[config.mk]
export PLATFORM = sky130hd
export DESIGN_NAME = wb_stage
export DESIGN_NICKNAME = d
export VERILOG_FILES = /design/src/rtl/pipe_pkg.sv /design/src/rtl/load_align.sv /design/src/rtl/wb_stage.sv
export SDC_FILE = /design/constraint.sdc
export NUM_CORES = 1
export LEC_CHECK = 0
export CAP_MARGIN = 20
export CORE_ASPECT_RATIO = 1.75
export CORE_UTILIZATION = 30
export DETAILED_ROUTE_END_ITERATION = 7
export DONT_BUFFER_PORTS = 1
export GPL_ROUTABILITY_DRIVEN = 0
export GPL_TIMING_DRIVEN = 0
export PLACE_DENSITY = 0.55
export SYNTH_ARGS = -nofsm -noshare
export SYNTH_HDL_FRONTEND = slang
export SYNTH_SLANG_ARGS = --single-unit
[constraint.sdc]
create_clock -name clk -period 2 [get_ports clk]
set_input_delay 0.3 -clock clk [delete_from_list [all_inputs] [get_ports clk]]
set_output_delay 0.3 -clock clk [all_outputs]
set_load 0.05 [all_outputs]
[src/rtl/pipe_pkg.sv]
// Shared pipeline types: writeback source select, load funct3 codes, WB FSM states.
package pipe_pkg;

  typedef enum logic [1:0] {
    WB_ALU  = 2'd0,
    WB_LOAD = 2'd1,
    WB_PC4  = 2'd2,
    WB_CSR  = 2'd3
  } wb_sel_e;

  typedef enum logic {
    RUN  = 1'b0,
    WAIT = 1'b1
  } wb_state_e;

  localparam logic [2:0] F3_LB  = 3'b000;
  localparam logic [2:0] F3_LH  = 3'b001;
  localparam logic [2:0] F3_LW  = 3'b010;
  localparam logic [2:0] F3_LBU = 3'b100;
  localparam logic [2:0] F3_LHU = 3'b101;

endpackage

[src/rtl/load_align.sv]
// Extracts and extends a byte/halfword/word from a load response word.
module load_align #(
  parameter int unsigned XLEN = 32
) (
  input  logic [XLEN-1:0] rdata_i,
  input  logic [1:0]      addr_i,
  input  logic [2:0]      funct3_i,
  output logic [XLEN-1:0] data_o
);
  import pipe_pkg::*;

  logic [7:0]  byte_w;
  logic [15:0] half_w;

  always_comb begin
    byte_w = rdata_i[{addr_i, 3'b000} +: 8];
    // Halfword lane uses addr[1] only; misaligned addr[0] is ignored.
    half_w = rdata_i[{addr_i[1], 4'b0000} +: 16];
    case (funct3_i)
      F3_LB:   data_o = {{(XLEN-8){byte_w[7]}}, byte_w};
      F3_LH:   data_o = {{(XLEN-16){half_w[15]}}, half_w};
      F3_LBU:  data_o = {{(XLEN-8){1'b0}}, byte_w};
      F3_LHU:  data_o = {{(XLEN-16){1'b0}}, half_w};
      F3_LW:   data_o = rdata_i;
      default: data_o = rdata_i;
    endcase
  end

endmodule

[src/rtl/wb_stage.sv]
// Writeback stage: EX->WB register, source mux, load wait/timeout FSM,
// register-file write port (also the decode bypass) and retired counter.
module wb_stage #(
  parameter int unsigned XLEN         = 32,
  parameter int unsigned LOAD_TIMEOUT = 16,
  parameter int unsigned CNT_W        = 64
) (
  input  logic             clk,
  input  logic             rst,
  input  logic             ex_valid,
  input  logic             ex_rf_en,
  input  logic [4:0]       ex_rd,
  input  logic [1:0]       ex_wb_sel,
  input  logic [2:0]       ex_funct3,
  input  logic [XLEN-1:0]  ex_alu_result,
  input  logic [XLEN-1:0]  ex_pc,
  input  logic [XLEN-1:0]  ex_csr_rdata,
  input  logic             flush_i,
  input  logic             dmem_rvalid,
  input  logic [XLEN-1:0]  dmem_rdata,
  output logic             rf_en,
  output logic [4:0]       rd,
  output logic [XLEN-1:0]  wdata,
  output logic             stall_o,
  output logic             load_err,
  output logic [CNT_W-1:0] instret_o
);
  import pipe_pkg::*;

  localparam int unsigned CW = $clog2(LOAD_TIMEOUT + 1);

  logic             v_q;
  logic             rfen_q;
  logic [4:0]       rd_q;
  wb_sel_e          sel_q;
  logic [2:0]       f3_q;
  logic [XLEN-1:0]  alu_q;
  logic [XLEN-1:0]  pc_q;
  logic [XLEN-1:0]  csr_q;

  wb_state_e        state_q, state_d;
  logic [CW-1:0]    cnt_q, cnt_d;
  logic             err_q, err_d;
  logic [CNT_W-1:0] instret_q;

  logic             is_load;
  logic             timeout;
  logic             done;
  logic             stall;
  logic [XLEN-1:0]  ld_data;

  load_align #(
    .XLEN(XLEN)
  ) u_load_align (
    .rdata_i  (dmem_rdata),
    .addr_i   (alu_q[1:0]),
    .funct3_i (f3_q),
    .data_o   (ld_data)
  );

  always_comb begin
    is_load = (sel_q == WB_LOAD);
    timeout = (state_q == WAIT) && (cnt_q == CW'(LOAD_TIMEOUT));
    done    = v_q && (!is_load || dmem_rvalid || timeout);
    stall   = v_q && is_load && !done;
  end

  always_comb begin
    state_d = state_q;
    cnt_d   = cnt_q;
    err_d   = err_q;
    case (state_q)
      RUN: begin
        if (v_q && is_load && !dmem_rvalid) begin
          state_d = WAIT;
          cnt_d   = CW'(1);
        end
      end
      WAIT: begin
        // A response arriving on the timeout cycle takes priority over the error.
        if (dmem_rvalid) begin
          state_d = RUN;
          cnt_d   = '0;
        end else if (timeout) begin
          state_d = RUN;
          cnt_d   = '0;
          err_d   = 1'b1;
        end else begin
          cnt_d   = cnt_q + CW'(1);
        end
      end
      default: begin
        state_d = RUN;
        cnt_d   = '0;
      end
    endcase
  end

  always_ff @(posedge clk) begin
    if (rst) begin
      v_q       <= 1'b0;
      rfen_q    <= 1'b0;
      rd_q      <= '0;
      sel_q     <= WB_ALU;
      f3_q      <= '0;
      alu_q     <= '0;
      pc_q      <= '0;
      csr_q     <= '0;
      state_q   <= RUN;
      cnt_q     <= '0;
      err_q     <= 1'b0;
      instret_q <= '0;
    end else begin
      if (!stall) begin
        v_q    <= ex_valid & ~flush_i;
        rfen_q <= ex_rf_en;
        rd_q   <= ex_rd;
        sel_q  <= wb_sel_e'(ex_wb_sel);
        f3_q   <= ex_funct3;
        alu_q  <= ex_alu_result;
        pc_q   <= ex_pc;
        csr_q  <= ex_csr_rdata;
      end
      state_q <= state_d;
      cnt_q   <= cnt_d;
      err_q   <= err_d;
      if (done) begin
        instret_q <= instret_q + CNT_W'(1);
      end
    end
  end

  always_comb begin
    rf_en = done && rfen_q && (rd_q != '0);
    rd    = rd_q;
    case (sel_q)
      WB_LOAD: wdata = (timeout && !dmem_rvalid) ? '0 : ld_data;
      WB_PC4:  wdata = pc_q + XLEN'(4);
      WB_CSR:  wdata = csr_q;
      default: wdata = alu_q;
    endcase
  end

  assign stall_o   = stall;
  assign load_err  = err_q;
  assign instret_o = instret_q;

endmodule
Yosys cells after proc, flatten, opt, wreduce, memory -nomap -nowiden
Index checks and enable logic that the tools add are counted.
Word-level totals
  bits in registers: 179
  bits of input ports: 144
  output and inout port bits: 104
  logic and storage cells: 56
Cells by class
  $add $sub $neg: 3
  equality and inequality tests: 8
  shift operators: 2
  muxes and demuxes: 11
  bitwise gates (word level): 4
  reduce and logical (&&, ||, !) cells: 16
Operators with widths (count)
  32-bit case mux with 4 select lines: 1
  32-bit case mux with 3 select lines: 1
  64-bit by 1-bit adder with 64-bit output, second input constant: 1
  32-bit by 3-bit adder with 32-bit output, second input constant: 1
  32-bit 2-to-1 mux: 1
  32-bit by 6-bit variable part select with 16-bit output: 1
  32-bit by 6-bit variable part select with 8-bit output: 1
  5-bit 2-to-1 mux: 3
  5-bit case mux with 2 select lines: 1
  1-bit logical AND: 8
  3-bit equality test, second input constant: 2
  5-bit by 1-bit adder with 5-bit output, second input constant: 1
  5-bit equality test, second input constant: 1
  5-bit nonzero test: 1
  2-bit equality test, second input constant: 2
  3-bit by 1-bit equality test with 1-bit output, second input constant: 1
  1-bit zero test: 3
  3-bit zero test: 1
  1-bit 2-to-1 mux: 3
  1-bit NOT: 3
  3-bit AND reduction: 1
  2-bit by 1-bit equality test with 1-bit output, second input constant: 1
  1-bit logical OR: 2
  2-bit != test, second input constant: 1
  2 further kinds: 2

Longest topological paths before layout
  depth in word-level cells: 7
  depth in mapped cells: 10
  gate-level depth less buffers: 7

Hierarchy
A second synthesis with hierarchy kept.
Second synthesis, totals
  cell total of the unflattened synthesis: 1225
  area, all modules: 9313.9 um^2
By module, submodules not included
  wb_stage: times used 1, cells an instance 1107, area an instance 8519.4 um^2, seq. area each 3583.4 um^2
  load_align: times used 1, cells an instance 118, area an instance 794.5 um^2, seq. area each 0.0 um^2

Least setup slack after synthesis
OpenSTA, ideal clock, no wires.
  kind: reg2out
  from: register pc_q[4]
  to: output wdata[23]
  data arrival time: 2.654 ns
  required time: 1.700 ns
  slack: -0.954 ns
  cell stages (with the launch flop): 7
  buffers on the path: 1
  cells stage by stage: dfxtp_1 > clkbuf_1 > nand4_1 > nor4_2 > nand2_1 > xor2_1 > o21ai_0
Between the ends
  cells in the longest elaborated chain, start to end: 2
RTL lines
  start, declared: line wb_stage.sv:38  | logic [XLEN-1:0] pc_q;
  start signal, assigned: line wb_stage.sv:121  | pc_q <= ex_pc;
  32-bit by 3-bit adder with 32-bit output: line wb_stage.sv:138  | WB_PC4: wdata = pc_q + XLEN'(4);
  32-bit case mux with 3 select lines: line wb_stage.sv:136  | case (sel_q)
  end, declared: line wb_stage.sv:23  | output logic [XLEN-1:0] wdata,
No other way between the ends.

Worst setup path after layout
  from: register pc_q[3]
  to: output wdata[18]
The elaborated chain is that of the path after synthesis.

==> flow_summary.toml <==
[synth]
synthSimpleGateAreaFrac_pct = 27.5
synth_cells = 1208
ys_types = 63
synth-compound-area-share_pct = 22.5
synthXorXnorAreaFrac_pct = 3.83
async_reset_ff_share_pct = 0
synth.cell_area_sq_um = 9150
ys_ff_latch = 179
synth.avg_cell_area_sq_um = 7.57
ys_seq_area_share_pct = 39.2
synth_warnings = 0
synthMuxAreaShare_pct = 1.67
synth_edf_count = 0
synth_top_family_by_area = "simple AND/OR/NAND/NOR gates"
synth_fp_nets = 1356
synth_adder_area_share_pct = 0.547
synth_ff_type = "dfxtp_1"

[route]
finalWirelength_um = 42800
drt_iter0_drc = 495
wl_met1_um = 14100
num_vias = 10400
wl_per_cell_um = 23.5
drcViolationCount = 0
wl_met2_um = 22700
highest_layer = "met4"
antenna_left = 0
via_per_inst = 5.71
wl_met3_um = 3010
dr.pass1.iters = 5

[setup_path]
crit_required_ns = 1.70
worst_path_dominant_cell_family = "compound AO/OA/AOI/OAI gates"
critPathKind = "reg2out"
cp_max_fo = 5
cpPeakStageDelay_ns = 0.90
arrival_ns = 2.86
slowest_stage = "o211ai_1"
r2r_end = "instret_o[35]$_SDFFE_PP0P_"
regToRegSetupSlack_ns = -0.47
crit_buf_inv = 3
critPathCaptureType = "output pin"
path_cells = "ha_4, nand4_1, buf_6, nor4_4, buf_4, clkbuf_16, nand4_1, xor2_1, o211ai_1"
cpMostUsedCell = "nand4_1"
timing.rr.start = "cnt_q[1]$_SDFFE_PP0P_"
r2r_cells = 12
cp-start-kind = "flip-flop"

[floorplanning]
die_w_um = 134
rows = 84
die_area_sq_um = 31200
dieHeight_um = 233
io_pins = 248
core_sq_um = 30100
start_util_pct = 30.4

[clock_tree]
path_clk_slew_ns = 0.07
clkSinkCount = 179
cts-root-buf = "clkbuf_16"
cts_tree = "done"
clock_path_buffers = 2
clk_latency_ns = 0.45
htreeDepth = 4
numCtsBuffers = 17

[global_routing]
grt_pass1_vias = 10400
grt_usage_pct = 26.2
grt_pass1_wl_um = 61000
grt_max_degree = 20
antenna_found_initial = 2
grt.overflow.total = 0

[outcome]
status = "complete, but fails checks"
violations = "setup timing"

[placed_design]
placed_cells = 1600
dp_hpwl_um = 29600
io_buffers = 0
post-place-ws_ns = -1.13

[timing]
rsz0062_at_grt = "yes"
maxSlewViolCount = 0
setup_viol = 186
worst_slack_ns = -1.16
worst_slew_pin_slew_ns = 1.19
period_share_pct = 158
timing.fmax_ghz = 0.317
period_minus_slack_ns = 3.16
finalHoldViolations = 0
finClkSkew_ns = 0.0124
relSlewSlack_pct = 20.5

[final_layout]
fin_nets = 1567
mostFrequentLayoutCells = "nand2_1, a21oi_1, dfxtp_1, dlygate4sd3_1, dfxtp_4"
final_util_pct = 48.8
fill_cells = 2827
ff_latch_area_sq_um = 3790
drive_above_1_share_pct = 35.1
multiInputGateArea_sq_um = 6500
layout.cells.non_filler = 1821
area_growth_pct = 60.2
final_common_cell = "nand2_1"

[pwr]
p_per_area_nw_per_um2 = 594
p_leak_uw = 0.00528
ir_worst_vdd_uv = 654

[run]
maxCapViolCount = 0

[hold_path]
hold_path_class = "in2reg"
min_from = "ex_valid"
hold_path_end = "v_q$_SDFFE_PP0N_"
min_path_cells = 2
[routing by layer]
layer / vias up / GRT usage (%)
met4: 0 / 17.7
met3: 141 / 7.58
met5: - / 0
li1: 4770 / -
met1: 5016 / 23.6
met2: 468 / 49.8
[cell usage after synthesis, drive strengths merged, types with 3 or more instances]
cell | count | area share [%]
nand2 | 265 | 11
a21oi | 179 | 9.8
dfxtp | 179 | 39
clkbuf | 82 | 3.4
o21ai | 48 | 2.6
nor2 | 45 | 1.8
or4 | 38 | 3.1
nand3 | 36 | 2.0
nand4 | 35 | 2.4
o31ai | 34 | 2.8
xor2 | 24 | 2.3
o211ai | 18 | 1.5
inv | 16 | 0.66
xnor2 | 16 | 1.5
and3 | 14 | 0.96
and4 | 14 | 1.3
buf | 13 | 0.72
nor3 | 13 | 0.71
nor3b | 13 | 1.1
or3 | 13 | 0.89
a22oi | 11 | 0.90
and2 | 8 | 0.55
mux2 | 8 | 0.98
o221ai | 8 | 0.77
a21o | 7 | 0.57
a31oi | 6 | 0.41
nor2b | 6 | 0.41
nor4 | 6 | 0.48
a21boi | 5 | 0.45
nand2b | 5 | 0.34
ha | 4 | 0.55
mux2i | 4 | 0.44
o21a | 3 | 0.25
[how the worst max path moves through the flow]
stage,from,end,slack (ns),depth (start not counted)
floorplan,pc_q[3]$_SDFFE_PP0N_,wdata[28],-0.50,7
global placement,pc_q[2]$_SDFFE_PP0N_,wdata[28],-1.17,7
detailed placement,pc_q[4]$_SDFFE_PP0N_,wdata[30],-1.13,7
CTS,pc_q[3]$_SDFFE_PP0N_,wdata[18],-1.14,9
global route,pc_q[3]$_SDFFE_PP0N_,wdata[18],-1.26,9
finish,pc_q[3]$_SDFFE_PP0N_,wdata[18],-1.16,9
[what timing repair did]
item / 4_1_cts / 5_1_grt
endpoints found under the setup margin: 191 / 158
gates cloned: 10 / 7
hold buffers: 102 / 2
resized for setup: 296 / 216
hold endpoints to repair: 102 / 2
setup buffers: 52 / 28
pin swaps: 79 / 62
[layout make-up]
| cell class | instances | share of cell area, % |
|---|---|---|
| Antenna cell | 2 | 0.0341 |
| Buffer | 88 | 6.69 |
| Clock buffer | 24 | 3.72 |
| Clock inverter | 8 | 0.401 |
| Inverter | 17 | 0.538 |
| Multi-Input combinational cell | 917 | 44.4 |
| Sequential cell | 179 | 25.9 |
| Tap cell | 387 | 3.30 |
| Timing Repair Buffer | 199 | 15.1 |
[worst register-to-register path, cell delays in order, from the launching register on]
cell and delay, ns:
dfxtp_4 0.35, inv_2 0.06, ha_4 0.12, and4bb_4 0.26, buf_6 0.11, buf_6 0.09, buf_6 0.10, a21boi_4 0.06
or3_4 0.42, buf_8 0.18, buf_16 0.14, o31ai_1 0.36, a21oi_2 0.10
[power by group]
| group | switching (uW) | internal [uW] | total [uW] |
|---|---|---|---|
| sequential | 147 | 3630 | 3780 |
| combinational | 889 | 568 | 1460 |
| clock | 1550 | 1920 | 3470 |
[sequential cells by signal, summed over array words and instances, names as in the netlist]
register	flops
state_q	1
f3_q	3
sel_q	2
instret_o	64
pc_q	32
rd	5
cnt_q	5
alu_q	32
rfen_q	1
csr_q	32
load_err	1
v_q	1
[cell families after synthesis]
group | Yosys count
compound gates | 344
xor+xnor | 40
fa+ha+maj | 4
buf+inv | 112
flops | 179
mux | 13
simple gates | 516
[per-stage QoR]
stage,TNS [ns],hold WS [ns],area (sq um),power [uW]
after floorplan,-5.74,0.421,9630,4590
after global placement,-108.35,0.436,10100,4850
after detailed placement,-110.35,0.439,10200,4870
after CTS,-31.26,0.000758,13500,8670
after global routing,-76.76,0.0102,14700,9020
final,-66.38,0.0166,14700,8710
No activity file was read; power rests on OpenSTA's default activity.
